--- src/rtl/hazard_scoreboard_if.sv ---
// D-stage hazard query bundle: source/destination fields of the decoding instruction in,
// forward selects, stall and mul/div status out.
interface hazard_scoreboard_if #(
  parameter int AW    = 5,
  parameter int DEPTH = 3,
  parameter int TW    = 3,
  parameter int CW    = 32
);
  localparam int SW = $clog2(DEPTH + 1);

  logic [AW-1:0] a1_d;
  logic [AW-1:0] a2_d;
  logic [TW-1:0] tuse_rs_d;
  logic [TW-1:0] tuse_rt_d;
  logic [AW-1:0] a3_d;
  logic          we_d;
  logic [TW-1:0] tnew_d;
  logic          md_start_d;
  logic          md_div_d;
  logic          md_use_d;
  logic          flush;
  logic [SW-1:0] fwd_rs_d;
  logic [SW-1:0] fwd_rt_d;
  logic [SW-1:0] fwd_rs_e;
  logic [SW-1:0] fwd_rt_e;
  logic          stall;
  logic          md_busy;
  logic [CW-1:0] stall_cnt;

  modport master (
    output a1_d, a2_d, tuse_rs_d, tuse_rt_d, a3_d, we_d, tnew_d,
           md_start_d, md_div_d, md_use_d, flush,
    input  fwd_rs_d, fwd_rt_d, fwd_rs_e, fwd_rt_e, stall, md_busy, stall_cnt
  );

  modport slave (
    input  a1_d, a2_d, tuse_rs_d, tuse_rt_d, a3_d, we_d, tnew_d,
           md_start_d, md_div_d, md_use_d, flush,
    output fwd_rs_d, fwd_rt_d, fwd_rs_e, fwd_rt_e, stall, md_busy, stall_cnt
  );
endinterface

--- src/rtl/hazard_scoreboard.sv ---
// Tnew/Tuse pipeline hazard scoreboard: stall and forward selects are combinational from the
// tracked stages; stage state, mul/div busy counter and stall counter update each rising edge.
module hazard_scoreboard #(
  parameter int AW      = 5,
  parameter int DEPTH   = 3,
  parameter int TW      = 3,
  parameter int MUL_LAT = 5,
  parameter int DIV_LAT = 10,
  parameter int CW      = 32
) (
  input  logic               clk,
  input  logic               reset,
  hazard_scoreboard_if.slave sb
);
  localparam int SW   = $clog2(DEPTH + 1);
  localparam int MAXL = (DIV_LAT > MUL_LAT) ? DIV_LAT : MUL_LAT;
  localparam int MW   = $clog2(MAXL + 1);
  localparam logic [TW-1:0] TUSE_NONE = '1;

  typedef struct packed {
    logic          vld;
    logic [AW-1:0] a3;
    logic [TW-1:0] tnew;
  } entry_t;

  entry_t        stg_q [1:DEPTH];
  entry_t        stg_d [1:DEPTH];
  // Source fields only matter in E (for E-stage forwarding), so only stage 1 keeps them.
  logic [AW-1:0] e_a1_q, e_a1_d;
  logic [AW-1:0] e_a2_q, e_a2_d;
  logic [MW-1:0] md_cnt_q, md_cnt_d;
  logic [CW-1:0] stall_cnt_q, stall_cnt_d;

  logic          rs_hit, rt_hit, rs_e_hit, rt_e_hit;
  logic [SW-1:0] rs_k, rt_k, rs_e_k, rt_e_k;
  logic [TW-1:0] rs_tnew, rt_tnew, rs_e_tnew, rt_e_tnew;
  logic          rs_stall, rt_stall, md_busy, stall;

  // Scan oldest to youngest so the lowest-numbered matching stage is the one left standing.
  always_comb begin
    rs_hit    = 1'b0;
    rt_hit    = 1'b0;
    rs_k      = '0;
    rt_k      = '0;
    rs_tnew   = '0;
    rt_tnew   = '0;
    rs_e_hit  = 1'b0;
    rt_e_hit  = 1'b0;
    rs_e_k    = '0;
    rt_e_k    = '0;
    rs_e_tnew = '0;
    rt_e_tnew = '0;
    for (int k = DEPTH; k >= 1; k--) begin
      if (stg_q[k].vld && sb.a1_d != '0 && stg_q[k].a3 == sb.a1_d) begin
        rs_hit  = 1'b1;
        rs_k    = SW'(k);
        rs_tnew = stg_q[k].tnew;
      end
      if (stg_q[k].vld && sb.a2_d != '0 && stg_q[k].a3 == sb.a2_d) begin
        rt_hit  = 1'b1;
        rt_k    = SW'(k);
        rt_tnew = stg_q[k].tnew;
      end
    end
    for (int k = DEPTH; k >= 2; k--) begin
      if (stg_q[k].vld && e_a1_q != '0 && stg_q[k].a3 == e_a1_q) begin
        rs_e_hit  = 1'b1;
        rs_e_k    = SW'(k);
        rs_e_tnew = stg_q[k].tnew;
      end
      if (stg_q[k].vld && e_a2_q != '0 && stg_q[k].a3 == e_a2_q) begin
        rt_e_hit  = 1'b1;
        rt_e_k    = SW'(k);
        rt_e_tnew = stg_q[k].tnew;
      end
    end
  end

  assign rs_stall = (sb.tuse_rs_d != TUSE_NONE) && rs_hit && (rs_tnew > sb.tuse_rs_d);
  assign rt_stall = (sb.tuse_rt_d != TUSE_NONE) && rt_hit && (rt_tnew > sb.tuse_rt_d);
  assign md_busy  = (md_cnt_q != '0);
  assign stall    = !reset && (rs_stall || rt_stall || (sb.md_use_d && md_busy));

  assign sb.stall     = stall;
  assign sb.md_busy   = md_busy;
  assign sb.stall_cnt = stall_cnt_q;
  assign sb.fwd_rs_d  = (!reset && rs_hit   && rs_tnew   == '0) ? rs_k   : '0;
  assign sb.fwd_rt_d  = (!reset && rt_hit   && rt_tnew   == '0) ? rt_k   : '0;
  assign sb.fwd_rs_e  = (!reset && rs_e_hit && rs_e_tnew == '0) ? rs_e_k : '0;
  assign sb.fwd_rt_e  = (!reset && rt_e_hit && rt_e_tnew == '0) ? rt_e_k : '0;

  always_comb begin
    stg_d[1] = '0;
    e_a1_d   = '0;
    e_a2_d   = '0;
    if (!stall) begin
      stg_d[1].vld  = sb.we_d && (sb.a3_d != '0);
      stg_d[1].a3   = sb.a3_d;
      stg_d[1].tnew = sb.tnew_d;
      e_a1_d        = sb.a1_d;
      e_a2_d        = sb.a2_d;
    end
    for (int k = 2; k <= DEPTH; k++) begin
      stg_d[k] = stg_q[k-1];
      if (stg_q[k-1].tnew != '0) begin
        stg_d[k].tnew = stg_q[k-1].tnew - TW'(1);
      end
    end

    md_cnt_d = md_cnt_q;
    if (sb.md_start_d && !stall) begin
      md_cnt_d = sb.md_div_d ? MW'(DIV_LAT) : MW'(MUL_LAT);
    end else if (md_cnt_q != '0) begin
      md_cnt_d = md_cnt_q - MW'(1);
    end

    stall_cnt_d = stall_cnt_q;
    if (stall && stall_cnt_q != '1) begin
      stall_cnt_d = stall_cnt_q + CW'(1);
    end
  end

  always_ff @(posedge clk) begin
    if (reset || sb.flush) begin
      for (int k = 1; k <= DEPTH; k++) begin
        stg_q[k] <= '0;
      end
      e_a1_q <= '0;
      e_a2_q <= '0;
    end else begin
      for (int k = 1; k <= DEPTH; k++) begin
        stg_q[k] <= stg_d[k];
      end
      e_a1_q <= e_a1_d;
      e_a2_q <= e_a2_d;
    end
  end

  // The mul/div unit runs independently of the pipeline, so only reset stops it.
  always_ff @(posedge clk) begin
    if (reset) begin
      md_cnt_q    <= '0;
      stall_cnt_q <= '0;
    end else begin
      md_cnt_q    <= md_cnt_d;
      stall_cnt_q <= stall_cnt_d;
    end
  end
endmodule

--- src/flat_wrapper.sv ---
// flat-port wrapper written by rule: the top's interface ports become plain ports
module hazard_scoreboard_flat 
#(
  parameter int AW      = 5,
  parameter int DEPTH   = 3,
  parameter int TW      = 3,
  parameter int MUL_LAT = 5,
  parameter int DIV_LAT = 10,
  parameter int CW      = 32
)
  (clk, reset, sb_a1_d, sb_a2_d, sb_tuse_rs_d, sb_tuse_rt_d, sb_a3_d, sb_we_d, sb_tnew_d, sb_md_start_d, sb_md_div_d, sb_md_use_d, sb_flush, sb_fwd_rs_d, sb_fwd_rt_d, sb_fwd_rs_e, sb_fwd_rt_e, sb_stall, sb_md_busy, sb_stall_cnt);
  hazard_scoreboard_if #(.AW(AW), .DEPTH(DEPTH), .TW(TW), .CW(CW)) sb_i ();
  input  logic clk;
  input  logic reset;
  input wire logic [$bits(sb_i.a1_d)-1:0] sb_a1_d;
  input wire logic [$bits(sb_i.a2_d)-1:0] sb_a2_d;
  input wire logic [$bits(sb_i.tuse_rs_d)-1:0] sb_tuse_rs_d;
  input wire logic [$bits(sb_i.tuse_rt_d)-1:0] sb_tuse_rt_d;
  input wire logic [$bits(sb_i.a3_d)-1:0] sb_a3_d;
  input wire logic [$bits(sb_i.we_d)-1:0] sb_we_d;
  input wire logic [$bits(sb_i.tnew_d)-1:0] sb_tnew_d;
  input wire logic [$bits(sb_i.md_start_d)-1:0] sb_md_start_d;
  input wire logic [$bits(sb_i.md_div_d)-1:0] sb_md_div_d;
  input wire logic [$bits(sb_i.md_use_d)-1:0] sb_md_use_d;
  input wire logic [$bits(sb_i.flush)-1:0] sb_flush;
  output wire logic [$bits(sb_i.fwd_rs_d)-1:0] sb_fwd_rs_d;
  output wire logic [$bits(sb_i.fwd_rt_d)-1:0] sb_fwd_rt_d;
  output wire logic [$bits(sb_i.fwd_rs_e)-1:0] sb_fwd_rs_e;
  output wire logic [$bits(sb_i.fwd_rt_e)-1:0] sb_fwd_rt_e;
  output wire logic [$bits(sb_i.stall)-1:0] sb_stall;
  output wire logic [$bits(sb_i.md_busy)-1:0] sb_md_busy;
  output wire logic [$bits(sb_i.stall_cnt)-1:0] sb_stall_cnt;
  assign sb_i.a1_d = sb_a1_d;
  assign sb_i.a2_d = sb_a2_d;
  assign sb_i.tuse_rs_d = sb_tuse_rs_d;
  assign sb_i.tuse_rt_d = sb_tuse_rt_d;
  assign sb_i.a3_d = sb_a3_d;
  assign sb_i.we_d = sb_we_d;
  assign sb_i.tnew_d = sb_tnew_d;
  assign sb_i.md_start_d = sb_md_start_d;
  assign sb_i.md_div_d = sb_md_div_d;
  assign sb_i.md_use_d = sb_md_use_d;
  assign sb_i.flush = sb_flush;
  assign sb_fwd_rs_d = sb_i.fwd_rs_d;
  assign sb_fwd_rt_d = sb_i.fwd_rt_d;
  assign sb_fwd_rs_e = sb_i.fwd_rs_e;
  assign sb_fwd_rt_e = sb_i.fwd_rt_e;
  assign sb_stall = sb_i.stall;
  assign sb_md_busy = sb_i.md_busy;
  assign sb_stall_cnt = sb_i.stall_cnt;
  hazard_scoreboard #(.AW(AW), .DEPTH(DEPTH), .TW(TW), .MUL_LAT(MUL_LAT), .DIV_LAT(DIV_LAT), .CW(CW)) u_core (.clk(clk), .reset(reset), .sb(sb_i));
endmodule
--- config.mk ---
export PLATFORM = sky130hd
export DESIGN_NAME = hazard_scoreboard_flat
export DESIGN_NICKNAME = d
export VERILOG_FILES = /design/src/rtl/hazard_scoreboard_if.sv /design/src/rtl/hazard_scoreboard.sv /design/src/flat_wrapper.sv
export SDC_FILE = /design/constraint.sdc
export NUM_CORES = 1
export LEC_CHECK = 0
export ABC_CLOCK_PERIOD_IN_PS = 4530
export CAP_MARGIN = 15
export CORE_ASPECT_RATIO = 1.25
export CORE_MARGIN = 2
export CORE_UTILIZATION = 53
export DETAILED_ROUTE_END_ITERATION = 8
export PLACE_DENSITY = 0.8
export SYNTH_ARGS = -nofsm -noshare
export SYNTH_HDL_FRONTEND = slang
export SYNTH_SLANG_ARGS = --single-unit
--- constraint.sdc ---
create_clock -name clk -period 4.53 [get_ports clk]
set_input_delay 0.6795 -clock clk [delete_from_list [all_inputs] [get_ports clk]]
set_output_delay 0.6795 -clock clk [all_outputs]
set_load 0.1 [all_outputs]
* Word level (Yosys, flattened, before mapping)
Memories as Yosys holds them, arrays and structs flattened. Cells that the tools add are included.
Word-level totals: logic and storage cells 129, input port bits 31, bits in registers 46, memories 1, memory bits (writable) 27
Operators by class: muxes and demuxes 46, bitwise logic cells 3, reduce and logical (&&, ||, !) cells 56, $add $sub $neg 4, equality and inequality tests 13, magnitude comparators 2
Memories:
- u_core.stg_q | words 3, width 9, read ports 3, clocked after Yosys merged registers in 0, wr ports 3, line hazard_scoreboard.sv:26 | entry_t stg_q [1:DEPTH];
Operators with widths (number):
- 5-bit == test | 10
- 1-bit logical AND | 37
- 3-bit 2-to-1 mux | 12
- 9-bit 2-to-1 mux | 4
- 32-bit by 1-bit adder with 32-bit output (second input constant) | 1
- 32-bit inequality test (second input constant) | 1
- 2-bit 2-to-1 mux | 14
- 5-bit nonzero test | 5
- 1-bit 2-to-1 mux | 13
- 3-bit logical NOT | 4
- 4-bit 2-to-1 mux | 3
- 3-bit > comparator | 2
- 3-bit inequality test (second input constant) | 2
- 3-bit nonzero test | 2
- 3-bit by 1-bit subtractor with 3-bit output (second input constant) | 2
- 4-bit nonzero test | 1
- 4-bit by 1-bit subtractor with 4-bit output (second input constant) | 1
- 1-bit logical OR | 3
- 1-bit bitwise OR | 3
- 1-bit logical NOT | 2
- 2-bit nonzero test | 1
- 2-bit OR reduction | 1

* Depth between registers and ports, before layout
word-level depth 14, gate-level depth with buffers 17

* Worst setup path before layout
Ideal clock, no wire load.
path kind input to output, start point input sb_a1_d[0], end point output sb_stall, data required time 3851 ps, slack -580 ps, arrival 4430 ps, stages on the path 14, path through or4_4 o211a_1 and3_1 mux2_2 mux2i_1 inv_1 ha_1 o21a_1 o211ai_1 o211a_1 buf_6 buf_6 buf_4 nor2_1
On the way: word-level cells in the longest chain between the ends 11, elaborated cells on any way between the ends 22, those cells by class 1 x order compare; 3 x eq/ne; 6 x mux; 12 x reduce/logical
RTL lines:
- from (decl) | line flat_wrapper.sv:15 | input wire logic [$bits(sb_i.a1_d)-1:0] sb_a1_d;
- 5-bit nonzero test | line hazard_scoreboard.sv:54 | if (stg_q[k].vld && sb.a1_d != '0 && stg_q[k].a3 == sb.a1_d) begin
- 1-bit logical AND (2 in series) | line hazard_scoreboard.sv:54
- 3-bit 2-to-1 mux / 1-bit 2-to-1 mux (equally long branches) (3 in series) | line hazard_scoreboard.sv:54
- 3-bit > comparator / 1-bit logical AND (equally long branches) | line hazard_scoreboard.sv:79 | assign rs_stall = (sb.tuse_rs_d != TUSE_NONE) && rs_hit && (rs_tnew > sb.tuse_rs_d);
- 1-bit logical AND (*) | line hazard_scoreboard.sv:79
- 1-bit logical OR (*) (2 in series) | line hazard_scoreboard.sv:82 | assign stall = !reset && (rs_stall || rt_stall || (sb.md_use_d && md_busy));
- 1-bit logical AND (*) | line hazard_scoreboard.sv:82
- to (decl) | line flat_wrapper.sv:30 | output wire logic [$bits(sb_i.stall)-1:0] sb_stall;
Mark *: on every way between the ends. The rest lies on a longest branch, timed or not.

* Final worst setup path
Same ends and word-level chain as after synthesis.

==> results.md <==
* WP data required at 3.85 ns
* CTS tree: yes
* Design Power at 0.00184 W
* Post-DP HPWL at 7.89 mm
* R2r startpoint: u_core.stg_q[0][25]
* Final cell count without fillers at 666
* Vias per cell at 5.96
* Startpoint types: primary input
* CP endpoint kind: output port
* Hold path depth at 2
* Synth Net Count at 541
* Total of max-cap violations at 0
* Max-Slew Margin vs Limit at 0.345
* Setup ws final at 0.106 ns
* Synth cell types at 51
* Maximum clock rate at 226 MHz
* CP startpoint: sb_a1_d[0]
* Die X at 83.9 um
* Commonest cells post-synth: dfxtp_1 (73), xnor2_1 (41), a21oi_1 (30), nor2_1 (29)
* Ys flop type: dfxtp_1
* Peak supply drop at 0.255 mV
* Count leader, synth: dfxtp_1
* Post-Syn Area per Cell at 8.51 um^2
* ANT cells at 0
* Mux share of post-synthesis cell area at 0.0174
* Compound-cell area share of the yosys netlist at 0.124
* Max Transition Viols Final at 0
* Mapped Cells at 497
* Final hold violation count at 0
* Reg2Reg Capture Point: u_core.sb.stall_cnt[11]
* Largest net degree at the start of global routing at 52
* Final ANT Viol Nets at 0
* R2R Setup Slk at 0.71 ns
* Clk sinks at 73
* Post-Place Cells at 645
* Clock transition at the registers of the reported paths at 0.08 ns
* PD cells at 344 nW/um^2
* Slowest CP cell: or4_4
* Tcrit/Tclk final at 0.977
* GRT Util Overall at 0.248
* Max Clock Skew at 0.0134 ns
* Min cycle time layout at 4.42 ns
* H-tree levels at 3
* Post-synth EDFFs at 0
* Outcome: complete, no violations
* Synth async-reset ratio at 0
* Initial Utilization at 0.543
* Post-Synth XOR/XNOR Area at 0.112
* Cts hold-fix bufs at 0
* First-pass GRT wire length at 17.5 mm
* Initial DRC count at 139
* CP cell instances: clkdlybuf4s50_1 -> or4_4 -> o211a_1 -> and3_1 -> mux2_2 -> mux2i_2 -> inv_1 -> ha_1 -> o21a_1 -> o211ai_1 -> o211a_2 -> nor2_4 -> buf_12
* Residual DRC count at 0
* Simple-gate share of the synthesized area at 0.310
* Mapped Area at 4230 um^2
* WL per Instance at 16.4 um
* Vias post-DR at 3969
* Hold Crit Class: flip-flop to flip-flop
* Seq cells post-synth at 73
* CTS Buffer Depth at 2
* CTS root buffer: clkbuf_8
* Initial antenna violation count at 0
* Critical path endpoint: sb_stall
* Measured slew at the worst slew-check pin at 0.980 ns
* IO Pins at 73
* Final number of setup-violating endpoints at 0
* Crit path largest cell delay at 0.56 ns
* Die Span Y at 104 um
* Post-synthesis adder-cell area fraction at 0.0384
* Largest cells by area after synthesis: dfxtp_1 (35%), xnor2_1 (8.5%), and3_1 (3.8%)
* Min Hold Slack at 0.500 ns
* Setup WS pre-CTS at 0.0632 ns
* Yosys top cell by area: dfxtp_1
* Worst reg-to-reg path cell count at 15
* Area Growth Syn to Fin at 26.6%
* Gpl congestion at 0.898
* Largest family of logic cells by synthesized area: simple AND/OR/NAND/NOR gates
* Yosys warns at 0
* Overflow after GRT at 0
* Leak at 2.00 nW
* DIE AREA at 8720 um^2
* Worst EP arrival at 3.74 ns
* Total wire length at 10.9 mm
* Row Count at 36
* Vias in the first global route at 3805
* Core footprint at 7790 um^2
* CP max FO at 3
* Share of the synthesized area in the top cell type at 0.345
* PortBufs at 72
* Number of nets in the layout at 610
* Register area share after synthesis at 0.345
* Worst-skew pair later-pin latency at 0.37 ns
* 1st-pass router iterations at 4
* CTS buffer count at 9
* CP Class: primary input to output port
* Share of cells above drive strength 1 at 0.121
[critical path, delay by kind of cell]
kind	cells	cell delay, ns
buffers and inverters	3	0.67
adder cells (fa/ha/maj)	1	0.30
multiplexers	2	0.43
AND/OR/NAND/NOR	3	0.87
AO/OA/AOI/OAI	4	0.77
[sequential cells by signal, summed over array words and instances (netlist names)]
signal and cells:
u_core.e_a2_q 5, u_core.e_a1_q 5, u_core.sb.stall_cnt 32, u_core.md_cnt_q 4, u_core.stg_q 27
[metrics by stage]
| stage | TNS, ns | area (um^2) | util |
|---|---|---|---|
| final | 0 | 5360 | 0.687 |
| after global routing | -0.0560 | 5360 | 0.687 |
| after CTS | 0 | 5280 | 0.677 |
| after detailed placement | 0 | 5050 | 0.648 |
| after global placement | 0 | 5050 | 0.648 |
| after floorplan | -0.105 | 4240 | - |
[layout by cell type, fill, tap and decap left out, types with 3 or more instances in the layout]
master / synthesis / routed
nor2_1: 29 / 27
nand3_1: 12 / 12
xnor2_1: 41 / 41
a21oi_1: 30 / 30
and4_1: 4 / 4
nand2b_1: 6 / 6
nor4_1: 6 / 6
o31ai_1: 13 / 13
dlymetal6s2s_1: 0 / 5
o21ai_0: 15 / 14
nor3_1: 12 / 11
nor3_2: 2 / 3
or3_1: 21 / 20
and2_1: 16 / 16
o21bai_1: 3 / 3
o21ai_1: 6 / 6
or4_1: 14 / 14
nand4_1: 26 / 26
xor2_1: 13 / 13
nor2_4: 2 / 3
inv_1: 14 / 14
mux2i_1: 4 / 3
clkdlybuf4s50_1: 0 / 57
buf_12: 0 / 5
mux2_2: 3 / 3
buf_4: 4 / 23
and3_1: 26 / 26
clkbuf_8: 0 / 10
o21a_1: 3 / 3
nor2b_1: 6 / 6
nand2_1: 22 / 22
dfxtp_1: 73 / 73
ha_1: 13 / 13
[logic make-up after synthesis]
group | after synthesis
xor gates and xnor gates | 54
and+or+nand+nor | 218
DFF | 73
AOI/OAI and AO/OA | 85
muxes | 7
buffers and inverters | 47
adders and majority gates | 13
[layer usage]
layer	part of all wire	up-vias	wire (um)	global-route usage
met3	0.041	32	443	0.0484
met2	0.53	135	5770	0.450
met4	0.034	0	370	0.109
met5	0	-	0	0
li1	-	1939	-	-
met1	0.40	1863	4310	0.277
[cell type report]
cell class / count / area [um^2]
repair buffers: 91 / 911
inverters: 14 / 52.6
well taps: 95 / 119
clock inverters: 6 / 90.1
flip-flops and latches: 73 / 1460
fillers: 608 / 2440
clock buffers: 10 / 138
multi-input cells: 377 / 2580
[worst min path at each step]
stage	startpoint	end	slack, ns
6_report	u_core.sb.stall_cnt[12]	u_core.sb.stall_cnt[12]	0.50
5_1_grt	u_core.sb.stall_cnt[12]	u_core.sb.stall_cnt[12]	0.53
4_1_cts	u_core.stg_q[0][17]	u_core.stg_q[0][26]	0.51
3_5_place_dp	u_core.sb.stall_cnt[12]	u_core.sb.stall_cnt[12]	0.49
3_3_place_gp	u_core.sb.stall_cnt[12]	u_core.sb.stall_cnt[12]	0.48
2_1_floorplan	u_core.stg_q[0][17]	u_core.stg_q[0][26]	0.45
[power breakdown]
| group | switching [W] | internal (W) |
|---|---|---|
| sequential | 0.0000414 | 0.000681 |
| clock | 0.000268 | 0.000327 |
| combinational | 0.000340 | 0.000185 |
| total | 0.000649 | 0.00119 |
[timing repair]
item,CTS,global route
endpoints found under the setup margin,0,1
resized for setup,0,12
buffers inserted,0,5
(Power assumes the default switching activity.)
